$ cat src/rtl/serial_tx.sv
// serial_tx: serial frame transmitter.
// Takes one parallel word through a valid/ready handshake and sends it on a single
// line. A frame is a start bit (0), then DATA_W data bits LSB first, then STOP_BITS
// stop bits (1). The line idles high. Bit timing comes from a clock-enable counter
// (baud_cnt), so no derived clocks are used.
//
// Ports:
//   clk       - single clock; all logic on posedge
//   rst       - synchronous, active-high reset
//   tx_data   - word to send; sampled only on accept
//   tx_valid  - source has a word
//   tx_ready  - block can accept (state == IDLE), combinational from state
//   txd       - serial line, registered
//   busy      - frame in progress, registered
//   state     - FSM state for debug: IDLE=0, START=1, SEND=2, STOP=3
module serial_tx #(
  parameter int CLK_DIV   = 16,
  parameter int DATA_W    = 8,
  parameter int STOP_BITS = 1
) (
  input  logic              clk,
  input  logic              rst,
  input  logic [DATA_W-1:0] tx_data,
  input  logic              tx_valid,
  output logic              tx_ready,
  output logic              txd,
  output logic              busy,
  output logic [1:0]        state
);

  typedef enum logic [1:0] {
    IDLE  = 2'd0,
    START = 2'd1,
    SEND  = 2'd2,
    STOP  = 2'd3
  } state_t;

  // Terminal values; every counter stops by equality with these.
  localparam logic [15:0] LAST_BAUD = 16'(CLK_DIV - 1);
  localparam logic [4:0]  LAST_BIT  = 5'(DATA_W - 1);
  localparam logic        LAST_STOP = 1'(STOP_BITS - 1);

  state_t            state_reg,    state_next;
  logic              txd_reg,      txd_next;
  logic              busy_reg,     busy_next;
  logic [15:0]       baud_cnt_reg, baud_cnt_next;
  logic [4:0]        bit_cnt_reg,  bit_cnt_next;
  logic              stop_cnt_reg, stop_cnt_next;
  logic [DATA_W-1:0] shreg_reg,    shreg_next;
  logic [DATA_W-1:0] shreg_shift;
  logic              bit_end;

  // With CLK_DIV=1 LAST_BAUD is 0 and the counter never leaves 0, so bit_end
  // stays true and every state lasts one cycle.
  assign bit_end     = (baud_cnt_reg == LAST_BAUD);
  assign shreg_shift = shreg_reg >> 1;

  assign tx_ready = (state_reg == IDLE);
  assign txd      = txd_reg;
  assign busy     = busy_reg;
  assign state    = state_reg;

  always_ff @(posedge clk) begin
    if (rst) begin
      state_reg    <= IDLE;
      txd_reg      <= 1'b1;
      busy_reg     <= 1'b0;
      baud_cnt_reg <= '0;
      bit_cnt_reg  <= '0;
      stop_cnt_reg <= 1'b0;
      shreg_reg    <= '0;
    end else begin
      state_reg    <= state_next;
      txd_reg      <= txd_next;
      busy_reg     <= busy_next;
      baud_cnt_reg <= baud_cnt_next;
      bit_cnt_reg  <= bit_cnt_next;
      stop_cnt_reg <= stop_cnt_next;
      shreg_reg    <= shreg_next;
    end
  end

  always_comb begin
    state_next    = state_reg;
    txd_next      = txd_reg;
    busy_next     = busy_reg;
    bit_cnt_next  = bit_cnt_reg;
    stop_cnt_next = stop_cnt_reg;
    shreg_next    = shreg_reg;
    // Every bit_end either ends the bit or changes state, so the counter
    // restarts on both; it also clears on entry to START from IDLE.
    baud_cnt_next = bit_end ? 16'd0 : baud_cnt_reg + 16'd1;

    unique case (state_reg)
      IDLE: begin
        baud_cnt_next = '0;
        txd_next      = 1'b1;
        busy_next     = 1'b0;
        if (tx_valid) begin
          state_next = START;
          txd_next   = 1'b0;
          busy_next  = 1'b1;
          shreg_next = tx_data;
        end
      end

      START: begin
        if (bit_end) begin
          state_next   = SEND;
          txd_next     = shreg_reg[0];
          bit_cnt_next = '0;
        end
      end

      SEND: begin
        if (bit_end) begin
          if (bit_cnt_reg == LAST_BIT) begin
            state_next    = STOP;
            txd_next      = 1'b1;
            stop_cnt_next = 1'b0;
          end else begin
            // Shift first, then drive the new LSB; bit 0 was already on the line.
            shreg_next   = shreg_shift;
            txd_next     = shreg_shift[0];
            bit_cnt_next = bit_cnt_reg + 5'd1;
          end
        end
      end

      STOP: begin
        txd_next = 1'b1;
        if (bit_end) begin
          if (stop_cnt_reg == LAST_STOP) begin
            state_next = IDLE;
            busy_next  = 1'b0;
          end else begin
            stop_cnt_next = stop_cnt_reg + 1'b1;
          end
        end
      end

      default: begin
        state_next    = IDLE;
        txd_next      = 1'b1;
        busy_next     = 1'b0;
        baud_cnt_next = '0;
        bit_cnt_next  = '0;
        stop_cnt_next = 1'b0;
      end
    endcase
  end

endmodule

$ cat config.mk
export PLATFORM = sky130hd
export DESIGN_NAME = serial_tx
export DESIGN_NICKNAME = d
export VERILOG_FILES = /design/src/rtl/serial_tx.sv
export SDC_FILE = /design/constraint.sdc
export NUM_CORES = 1
export LEC_CHECK = 0
export CORE_MARGIN = 1.5
export CORE_UTILIZATION = 31
export CTS_CLUSTER_DIAMETER = 30
export DETAILED_ROUTE_END_ITERATION = 16
export PLACE_DENSITY = 0.58
export SYNTH_ARGS = -nofsm -noshare
export SYNTH_HDL_FRONTEND = slang
export SYNTH_SLANG_ARGS = --single-unit
$ cat constraint.sdc
create_clock -name clk -period 4.8 [get_ports clk]
set_input_delay 0.96 -clock clk [delete_from_list [all_inputs] [get_ports clk]]
set_output_delay 0.96 -clock clk [all_outputs]
set_load 0.05 [all_outputs]
==> results.sh <==
export IMPL_via_count=1412
export IMPL_rsz0062_at_grt="false"
export IMPL_tritoncts="yes"
export IMPL_wl_met3_um=124
export IMPL_worst_pin_slew_ps=797
export IMPL_grt_pass1_wl_mm=6.01
export IMPL_placedCellCount=271
export IMPL_final_util_pct=38.9
export IMPL_clkSinkCount=33
export IMPL_crit_chain="inv_1 -> ha_1 -> clkdlybuf4s50_1"
export IMPL_synth_net_count=213
export IMPL_die_width_um=77.5
export IMPL_syn_area_um2=1720
export IMPL_synth_edf_count=0
export IMPL_top_layer="met4"
export IMPL_hold_ws_ps=461
export IMPL_htreeDepth=2
export IMPL_clock_latency_ps=280
export IMPL_hold_viol_final=0
export IMPL_final_setup_tns_ps=0
export IMPL_slew_violations=0
export IMPL_async_flop_share_pct=0
export IMPL_postCtsSetupBuffers=0
export IMPL_wl_met1_mm=1.87
export IMPL_largest_reg_flops=16
export IMPL_required_ps=3840
export IMPL_routed_wl_mm=3.52
export IMPL_dp_hpwl_mm=2.43
export IMPL_wl_per_cell_um=12.6
export IMPL_num_io_pins=16
export IMPL_critPathMaxFanout=5
export IMPL_worst_setup_path_end_kind="primary output"
export IMPL_yosysWarnings=0
export IMPL_nNetsFinal=226
export IMPL_rows=26
export IMPL_clock_root_buffer="clkbuf_8"
export IMPL_synth_flop_cell="dfxtp_1"
export IMPL_core_um2=5240
export IMPL_synth_distinct_cells=42
export IMPL_die_area_um2=6010
export IMPL_postCtsHoldBufs=0
export IMPL_synthTopCellsByCount="33 x dfxtp_1, 22 x nand2_1, 20 x nor2_1"
export IMPL_post_route_period_util_pct=58.9
export IMPL_fill_cells=537
export IMPL_ir_drop_uv=334
export IMPL_grtUsageTotal_pct=12.4
export IMPL_wl_met2_mm=1.47
export IMPL_pre_cts_slack_ps=2270
export IMPL_slew_headroom_pct=46.9
export IMPL_ant_nets=0
export IMPL_status="complete, no violations"
export IMPL_viasPerCell=5.06
export IMPL_antenna_found_initial=0
export IMPL_grt_pass1_vias=1228
export IMPL_max_freq_mhz=353
export IMPL_area_growth_syn_to_layout_pct=18.4
export IMPL_drc_errors=0
export IMPL_initial_utilization_pct=32.9
export IMPL_syn_area_per_cell_um2=8.83
export IMPL_cap_violations=0
export IMPL_worstPathArrival_ps=1870
export IMPL_layout_drive_gt1_share_pct=9.57
export IMPL_fin_ws_ps=1970
export IMPL_period_needed_ps=2830
export IMPL_cts_resized=0
export IMPL_port_buffer_count=15
export IMPL_path_class="reg2out"
export IMPL_yosysSeqAreaShare_pct=38.4
export IMPL_cpPeakStageDelay_ps=840
export IMPL_drtPass1Iterations=4
export IMPL_hp_class="reg2reg"
export IMPL_place_gp_congestion=0.801
export IMPL_crit_slowest_cell="clkdlybuf4s50_1"
export IMPL_setup_viol=0
export IMPL_synth_seq_cells=33
export IMPL_grt_max_degree=23
export IMPL_drtIter0Drc=81
export IMPL_synth_top_area_share_pct=38.4
export IMPL_yosysMostFrequentCell="dfxtp_1"
export IMPL_cp_start_kind="flop"
export IMPL_synthCells=195
export IMPL_die_h_um=77.5
export IMPL_synth_area_leaders="dfxtp_1 38%, mux2i_1 5.2%, ha_1 5.1%"
export IMPL_fin_skew_ps=4.25
export IMPL_grt_overflow_total=0
export IMPL_clkSlewWorstSetupHoldPaths_ps=70
export IMPL_clock_path_buffers=2
export IMPL_p_leak_nw=0.730
export IMPL_diodes=0
export IMPL_synth_top_area_cell="dfxtp_1"
export IMPL_cts_buffers=5
export IMPL_power_density_nw_per_um2=430
export IMPL_layoutNonFillerInstCount=279
-- through the flow --
stage / total power, mW / area [um^2]
after floorplan: 0.539 / 1720
after global placement: 0.609 / 1920
after detailed placement: 0.609 / 1920
after CTS: 0.884 / 2040
after global routing: 0.921 / 2040
final: 0.877 / 2040
-- per-layer routing --
| layer | track usage, % | vias to the layer above |
|---|---|---|
| met5 | 0 | - |
| met3 | 2.47 | 4 |
| li1 | - | 729 |
| met4 | 4.91 | 0 |
| met2 | 18.0 | 29 |
| met1 | 17.9 | 650 |
-- worst max-delay path: cells and delay by family (launching register included) --
kind       cells  cell delay (ps)
flops          1              360
fa+ha+maj      1              270
buf+inv        2              960
-- cells in the final DEF, fill, tap and decap left out, types with 3 or more instances in the layout --
cell type        Yosys  final
nor3_1               3      3
ha_1                 7      7
a21oi_1              7      7
nand3_1              7      7
o21ai_0              5      5
inv_1                8      8
dfxtp_1             33     33
xor2_1               4      4
nand2_1             22     22
nor2_1              20     20
mux2i_1              9      9
nor4_1               6      6
mux2_2               7      7
clkbuf_8             0      6
clkdlybuf4s50_1      0     15
xnor2_1              9      9
or4_1                5      5
nand4_1              7      7
-- cell type report --
cell class	instances	area [um^2]	area share, %
Clock buffer	7	86.3	4.24
Clock inverter	1	30.0	1.47
Inverter	8	30.0	1.47
Multi-Input combinational cell	145	993	48.7
Sequential cell	33	661	32.4
Tap cell	70	87.6	4.30
Timing Repair Buffer	15	150	7.37
-- cell families (layout without fill, tap and decap cells) --
family / after synthesis / after routing / synth area share [%]
adders and majority gates: 7 / 7 / 5.09
and+or+nand+nor: 82 / 82 / 24.9
xor gates and xnor gates: 13 / 13 / 6.61
muxes: 16 / 16 / 9.81
DFF: 33 / 33 / 38.4
buffers and inverters: 17 / 31 / 3.92
AOI/OAI and AO/OA: 27 / 27 / 11.3
-- final timing paths --
| path | start | endpoint | slack [ps] | cells past startpoint |
|---|---|---|---|---|
| max reg2reg | baud_cnt_reg[11] | bit_cnt_reg[3] | 2430 | 4 |
| min reg2reg | shreg_reg[4] | shreg_reg[4] | 460 | 2 |
| min | shreg_reg[4] | shreg_reg[4] | 460 | 2 |
| max | state[0] | tx_ready | 1970 | 3 |
-- power breakdown --
| part | switching [mW] | internal, mW |
|---|---|---|
| clock | 0.103 | 0.169 |
| combinational | 0.159 | 0.108 |
| sequential | 0.0279 | 0.310 |
No activity file was read; power rests on OpenSTA's default activity.
